==> config.mk <==
export PLATFORM = sky130hd
export DESIGN_NAME = mbist_march_ctrl
export DESIGN_NICKNAME = d
export VERILOG_FILES = /design/src/rtl/mbist_march_ctrl.sv
export SDC_FILE = /design/constraint.sdc
export NUM_CORES = 1
export LEC_CHECK = 0
export CORE_MARGIN = 4
export CORE_UTILIZATION = 50
export CTS_BUF_LIST = sky130_fd_sc_hd__clkbuf_4 sky130_fd_sc_hd__clkbuf_8
export DETAILED_ROUTE_END_ITERATION = 8
export PLACE_DENSITY = 0.88
export REMOVE_ABC_BUFFERS = 1
export SKIP_LAST_GASP = 1
export SLEW_MARGIN = 20
export SYNTH_ARGS = -nofsm -noshare
export SYNTH_HDL_FRONTEND = slang
export SYNTH_SLANG_ARGS = --single-unit
export TNS_END_PERCENT = 10
==> constraint.sdc <==
create_clock -name clk -period 7.1 [get_ports clk]
set_clock_uncertainty 0.15 [all_clocks]
set_input_delay 1.42 -clock clk [delete_from_list [all_inputs] [get_ports clk]]
set_output_delay 1.42 -clock clk [all_outputs]
set_load 0.02 [all_outputs]
==> src/rtl/mbist_march_ctrl.sv <==
// mbist_march_ctrl: March C- BIST controller owning a single-port RAM port, muxing functional traffic while idle.
// Optional MBIST_FAIL_LOG_EN: log first mismatch and count mismatches instead of aborting on the first one.
module mbist_march_ctrl #(
  parameter int ADDR_W = 6,
  parameter int DATA_W = 8,
  parameter logic [DATA_W-1:0] BG_PATTERN = 8'h00
) (
  input  logic              clk,
  input  logic              rst_n,
  input  logic              start,
  output logic              busy,
  output logic              done,
  output logic              fail,
  input  logic              func_we,
  input  logic [ADDR_W-1:0] func_addr,
  input  logic [DATA_W-1:0] func_din,
  output logic              func_rdy,
  output logic              ram_we,
  output logic [ADDR_W-1:0] ram_addr,
  output logic [DATA_W-1:0] ram_din,
  input  logic [DATA_W-1:0] ram_dout
`ifdef MBIST_FAIL_LOG_EN
  ,
  output logic [ADDR_W-1:0] fail_addr,
  output logic [2:0]        fail_elem,
  output logic [DATA_W-1:0] fail_data,
  output logic [7:0]        fail_cnt
`endif
);
  localparam logic [1:0] IDLE = 2'd0, RUN = 2'd1, DRAIN = 2'd2;
  localparam logic [ADDR_W-1:0] MAX = '1;
  logic [1:0] state;
  logic [2:0] elem;
  logic [ADDR_W-1:0] addr;
  logic phase, rd_pend;
  logic [DATA_W-1:0] exp_q;
  logic two_op, down, op_we, step, elem_end, last_op, mismatch, abort;
  logic [DATA_W-1:0] op_din, rd_val;
  logic [ADDR_W-1:0] nxt_addr;
  // e1..e4 are read-then-write per address; e0 is write-only, e5 read-only
  assign two_op   = (elem != 3'd0) && (elem != 3'd5);
  assign down     = (elem == 3'd3) || (elem == 3'd4);
  assign op_we    = two_op ? phase : (elem == 3'd0);
  assign op_din   = elem[0] ? ~BG_PATTERN : BG_PATTERN;
  assign rd_val   = elem[0] ? BG_PATTERN : ~BG_PATTERN;
  assign step     = !two_op || phase;
  assign elem_end = step && (down ? (addr == '0) : (addr == MAX));
  assign last_op  = (elem == 3'd5) && elem_end;
  assign nxt_addr = ((elem == 3'd2) || (elem == 3'd3)) ? MAX : '0;
  assign mismatch = rd_pend && (state != IDLE) && (ram_dout != exp_q);
  assign busy     = state != IDLE;
  assign func_rdy = !busy;
  assign ram_we   = busy ? ((state == RUN) && op_we) : func_we;
  assign ram_addr = busy ? addr : func_addr;
  assign ram_din  = busy ? op_din : func_din;
`ifdef MBIST_FAIL_LOG_EN
  logic [ADDR_W-1:0] cmp_addr;
  logic [2:0] cmp_elem;
  assign abort = 1'b0;
  always_ff @(posedge clk or negedge rst_n)
    if (!rst_n) begin
      cmp_addr  <= '0;
      cmp_elem  <= '0;
      fail_addr <= '0;
      fail_elem <= '0;
      fail_data <= '0;
      fail_cnt  <= '0;
    end else begin
      cmp_addr <= addr;
      cmp_elem <= elem;
      if (state == IDLE && start) begin
        fail_addr <= '0;
        fail_elem <= '0;
        fail_data <= '0;
        fail_cnt  <= '0;
      end else if (mismatch) begin
        if (!fail) begin
          fail_addr <= cmp_addr;
          fail_elem <= cmp_elem;
          fail_data <= ram_dout ^ exp_q;
        end
        if (fail_cnt != 8'hFF) fail_cnt <= fail_cnt + 8'd1;
      end
    end
`else
  assign abort = mismatch;
`endif
  always_ff @(posedge clk or negedge rst_n)
    if (!rst_n) begin
      state   <= IDLE;
      elem    <= '0;
      addr    <= '0;
      phase   <= 1'b0;
      rd_pend <= 1'b0;
      exp_q   <= '0;
      done    <= 1'b0;
      fail    <= 1'b0;
    end else begin
      rd_pend <= (state == RUN) && !op_we;
      exp_q   <= rd_val;
      if (state == IDLE) begin
        if (start) begin
          state <= RUN;
          elem  <= '0;
          addr  <= '0;
          phase <= 1'b0;
          done  <= 1'b0;
          fail  <= 1'b0;
        end
      end else begin
        if (mismatch) fail <= 1'b1;
        if (state == DRAIN || abort) begin
          state <= IDLE;
          done  <= 1'b1;
        end else begin
          phase <= two_op && !phase;
          if (last_op) state <= DRAIN;
          else if (elem_end) begin
            elem <= elem + 3'd1;
            addr <= nxt_addr;
          end else if (step) addr <= down ? addr - 1'b1 : addr + 1'b1;
        end
      end
    end
endmodule

## Word level (Yosys, flattened, before mapping)

Cells that the tools add are included.

- Register bits: 23
- Output and inout bits: 19
- Word-level logic and storage cells: 86
- Input port bits: 26

- Add/subtract/negate cells: 3
- Equal/unequal tests: 12
- Reduce and logical (&&, ||, !) cells: 32
- Multiplexer cells: 31

Operator list:

| cell | count |
|---|---|
| 6-bit two-way mux | 9 |
| 8-bit two-way mux | 3 |
| 3-bit two-way mux | 5 |
| 1-bit two-way mux | 10 |
| 3-bit nonzero test | 3 |
| 1-bit logical AND | 8 |
| 2-bit two-way mux | 4 |
| 8-bit inequality test | 1 |
| 2-bit AND reduction | 4 |
| 4-bit AND reduction | 2 |
| 2-bit nonzero test | 4 |
| 6-bit by 1-bit adder with 6-bit output, second input constant | 1 |
| 3-bit by 2-bit == test with 1-bit output, second input constant | 2 |
| 3-bit == test, second input constant | 2 |
| 6-bit == test, second input constant | 1 |
| 6-bit logical NOT | 1 |
| 6-bit by 1-bit subtractor with 6-bit output, second input constant | 1 |
| 1-bit logical NOT | 4 |
| 1-bit logical OR | 4 |
| 2-bit inequality test, second input constant | 2 |
| 3-bit by 1-bit adder with 3-bit output, second input constant | 1 |
| 3-bit logical NOT | 1 |
| 3-bit inequality test, second input constant | 1 |
| 2-bit by 1-bit == test with 1-bit output, second input constant | 1 |
| other kinds (3) | 3 |

## Depth between registers and ports, before layout

- Depth after elaboration: 9
- Gate-level depth with buffers: 10
- Depth with buffers taken out: 10

## Worst setup path after synthesis

Ideal clock, no wire load.

- Path type: register -> output
- Start: reg state[0]
- End: out ram_addr[5]
- Cell stages (with the launch flop): 6
- Arrival: 1879 ps
- Buffers on the path: 2
- Required time: 5530 ps
- Slack: 3651 ps
- Cells stage by stage: dfrtp_1 or2_2 clkbuf_1 inv_2 buf_1 o21ai_0

- Cells in the longest elaborated chain, start to end: 2

RTL lines:

| item | RTL line | text |
|---|---|---|
| start: declaration | 32 | `logic [1:0] state;` |
| start signal: assignment | 90 | `state <= IDLE;` |
| start signal: assignment | 103 | `state <= RUN;` |
| start signal: assignment | 113 | `state <= IDLE;` |
| 2-bit nonzero test | 51 | `assign busy = state != IDLE;` |
| named net busy | 11 | `output logic busy,` |
| 6-bit two-way mux | 54 | `assign ram_addr = busy ? addr : func_addr;` |
| end: declaration | 19 | `output logic [ADDR_W-1:0] ram_addr,` |

The timed path passes the listed nets, and every way through them passes these cells.

## Final worst setup path

- Start: in func_addr[1]
- End: out ram_addr[1]

- Cells in the longest elaborated chain, start to end: 1

RTL lines:

| item | RTL line | text |
|---|---|---|
| start: declaration | 15 | `input logic [ADDR_W-1:0] func_addr,` |
| 6-bit two-way mux | 54 |  |

No other way between the ends.

==> flow_metrics.env <==
export IMPL_layout_nets=213
export IMPL_num_rows=17
export IMPL_max_freq_ghz=0.238
export IMPL_drcViolationCount=0
export IMPL_cp_max_fo=1
export IMPL_yosysTopAreaCell="dfrtp_1"
export IMPL_start_kind="primary input"
export IMPL_p_sw_share_pct=41.6
export IMPL_grt_pass1_wl_um=5460
export IMPL_antenna_found_initial=0
export IMPL_synth_cells=131
export IMPL_clkPwrFrac_pct=12.1
export IMPL_drive_gt1_share_pct=13.1
export IMPL_period_share_pct=59.2
export IMPL_die_h_um=58.2
export IMPL_hpwl_um=2620
export IMPL_comb_power_share_pct=60.6
export IMPL_tightest_slew_ns=0.737
export IMPL_slew_headroom_pct=50.7
export IMPL_clkTransAtPathRegs_ns=0.09
export IMPL_io_buffers=44
export IMPL_cp_required_ns=5.53
export IMPL_p_int_uw=301
export IMPL_placed_area_um2=1720
export IMPL_setup_worst_path_start="func_addr[1]"
export IMPL_dpl_cell_count=200
export IMPL_tns_ns=0
export IMPL_instances_no_fill=204
export IMPL_cts_sinks=16
export IMPL_postCtsHoldBufs=0
export IMPL_cts_buffer_depth=2
export IMPL_status="completed"
export IMPL_syn_cell_area_um2=1260
export IMPL_ctsResizeCount=0
export IMPL_setup_slack_ns=2.90
export IMPL_cts_setup_buffers=0
export IMPL_hold_worst_slack_ns=0.359
export IMPL_hp_class="reg -> reg"
export IMPL_total_power_uw=515
export IMPL_async_reset_ff_share_pct=100
export IMPL_htreeDepth=1
export IMPL_synth_avg_cell_area_um2=9.62
export IMPL_track_usage_pct=20.6
export IMPL_start_util_pct=54.8
export IMPL_vias_per_cell=5.93
export IMPL_hold_viol=0
export IMPL_syn_to_final_growth_pct=39.1
export IMPL_synth_edf_count=0
export IMPL_maxCapViolCount=0
export IMPL_synth_common_cells="a21o_1, dfrtp_1, ha_1, nand2_1"
export IMPL_reg2reg_depth=8
export IMPL_yosysWarnings=0
export IMPL_routed_wl_um=3300
export IMPL_critPathKind="in -> out"
export IMPL_ff2ff_setup_slack_ns=4.15
export IMPL_ir_worst_vdd_v=0.000254
export IMPL_grt_max_degree=20
export IMPL_final_util_pct=76.3
export IMPL_setup_viol_count_final=0
export IMPL_synth_ff_latch_count=16
export IMPL_route_vias_total=1209
export IMPL_min_period_ns=4.20
export IMPL_drt_iter0_drc=40
export IMPL_ys_top_cells_by_area="dfrtp_1, a21o_1, ha_1"
export IMPL_grt_pass1_vias=1189
export IMPL_p_seq_share_pct=27.3
export IMPL_synthFlopType="dfrtp_1"
export IMPL_pre_cts_slack_ns=2.89
export IMPL_synth_top_area_share_pct=31.8
export IMPL_overflow=0
export IMPL_cts_tree="yes"
export IMPL_multi_input_area_um2=811
export IMPL_slew_viol_final=0
export IMPL_end_kind="output pin"
export IMPL_fin_area_um2=1750
export IMPL_cts_root_buf="clkbuf_4"
export IMPL_clock_latency_ns=0.30
export IMPL_p_switching_uw=214
export IMPL_coreArea_um2=2300
export IMPL_drt_pass1_iter_count=4
export IMPL_ys_seq_area_share_pct=31.8
export IMPL_die_w_um=58.2
export IMPL_antenna_cells=0
export IMPL_crit_end="ram_addr[1]"
export IMPL_reg2reg_from="elem[0]"
export IMPL_cp_arrival_ns=2.63
export IMPL_postRouteAntennaNets=0
export IMPL_p_per_area_nw_per_um2=294
export IMPL_numCtsBuffers=3
export IMPL_gp_congestion=0.823
export IMPL_io_pins=45
export IMPL_rsz0062_at_grt="false"
export IMPL_wl_per_cell_um=16.2
export IMPL_r2r_end="addr[5]"
export IMPL_ys_types=44
export IMPL_die_area_um2=3390
export IMPL_leakagePower_nw=0.871
export IMPL_register_area_um2=400
export IMPL_nFillCells=169
==> sequential cells by signal (all words and copies together), names as in the netlist <==
register	flops
elem	3
rd_pend	1
phase	1
done	1
fail	1
addr	6
state	2
exp_q	1
==> cell type report <==
| cell class | instances | share of cell area, % |
|---|---|---|
| Clock buffer | 4 | 2.07 |
| Tap cell | 28 | 2.00 |
| Multi-Input combinational cell | 104 | 46.3 |
| Sequential cell | 16 | 22.8 |
| Inverter | 8 | 1.71 |
| Timing Repair Buffer | 44 | 25.1 |
==> logic make-up (layout without fill, tap and decap cells) <==
kind of cell / after synthesis / after routing / synth area share, %
buffers and inverters: 11 / 56 / 3.87
flip-flops: 16 / 16 / 31.8
AO/OA/AOI/OAI: 45 / 45 / 26.2
multiplexers: 10 / 10 / 8.94
adder cells (fa/ha/maj): 10 / 10 / 10.5
AND/OR/NAND/NOR: 35 / 35 / 15.9
XOR/XNOR: 4 / 4 / 2.78
==> power groups by stage <==
stage	clock, mW	sequential, mW	combinational (mW)
finish	0.0624	0.141	0.312
global placement	0	0.141	0.305
detailed placement	0	0.142	0.313
floorplan	0	0.141	0.188
global route	0.0664	0.144	0.337
CTS	0.0624	0.140	0.314
==> worst max-delay path: stages <==
cell and delay [ns]:
clkdlybuf4s50_1 0.41, mux2_2 0.27, clkdlybuf4s50_1 0.54
==> cells in the final DEF (no fill, tap or decap), types with 3 or more instances in the layout <==
| master | n |
|---|---|
| a21o_1 | 16 |
| nand2_1 | 9 |
| dfrtp_1 | 16 |
| mux2_2 | 6 |
| inv_1 | 7 |
| clkbuf_4 | 3 |
| o21ai_0 | 3 |
| nor2_1 | 8 |
| nand3_1 | 4 |
| a211oi_1 | 5 |
| ha_1 | 9 |
| mux2i_1 | 3 |
| a21oi_1 | 8 |
| clkdlybuf4s50_1 | 44 |
==> how the worst min path moves through the flow <==
stage               slack (ns)      end  depth (start not counted)     start
floorplan                 0.32  rd_pend                          1  state[1]
global placement          0.33     fail                          1      fail
detailed placement        0.34     fail                          1      fail
CTS                       0.36  rd_pend                          1  state[1]
global route              0.39  rd_pend                          1  state[1]
finish                    0.36  rd_pend                          1  state[1]
==> per-layer routing <==
layer / share of wire [%] / track usage (%) / vias to the layer above
met5: 0 / 0 / -
met1: 40 / 24.1 / 582
met4: 1.7 / 4.64 / 0
met3: 6.2 / 5.12 / 11
met2: 53 / 37.6 / 47
li1: - / - / 569
Power figures use the tool's default switching activity.
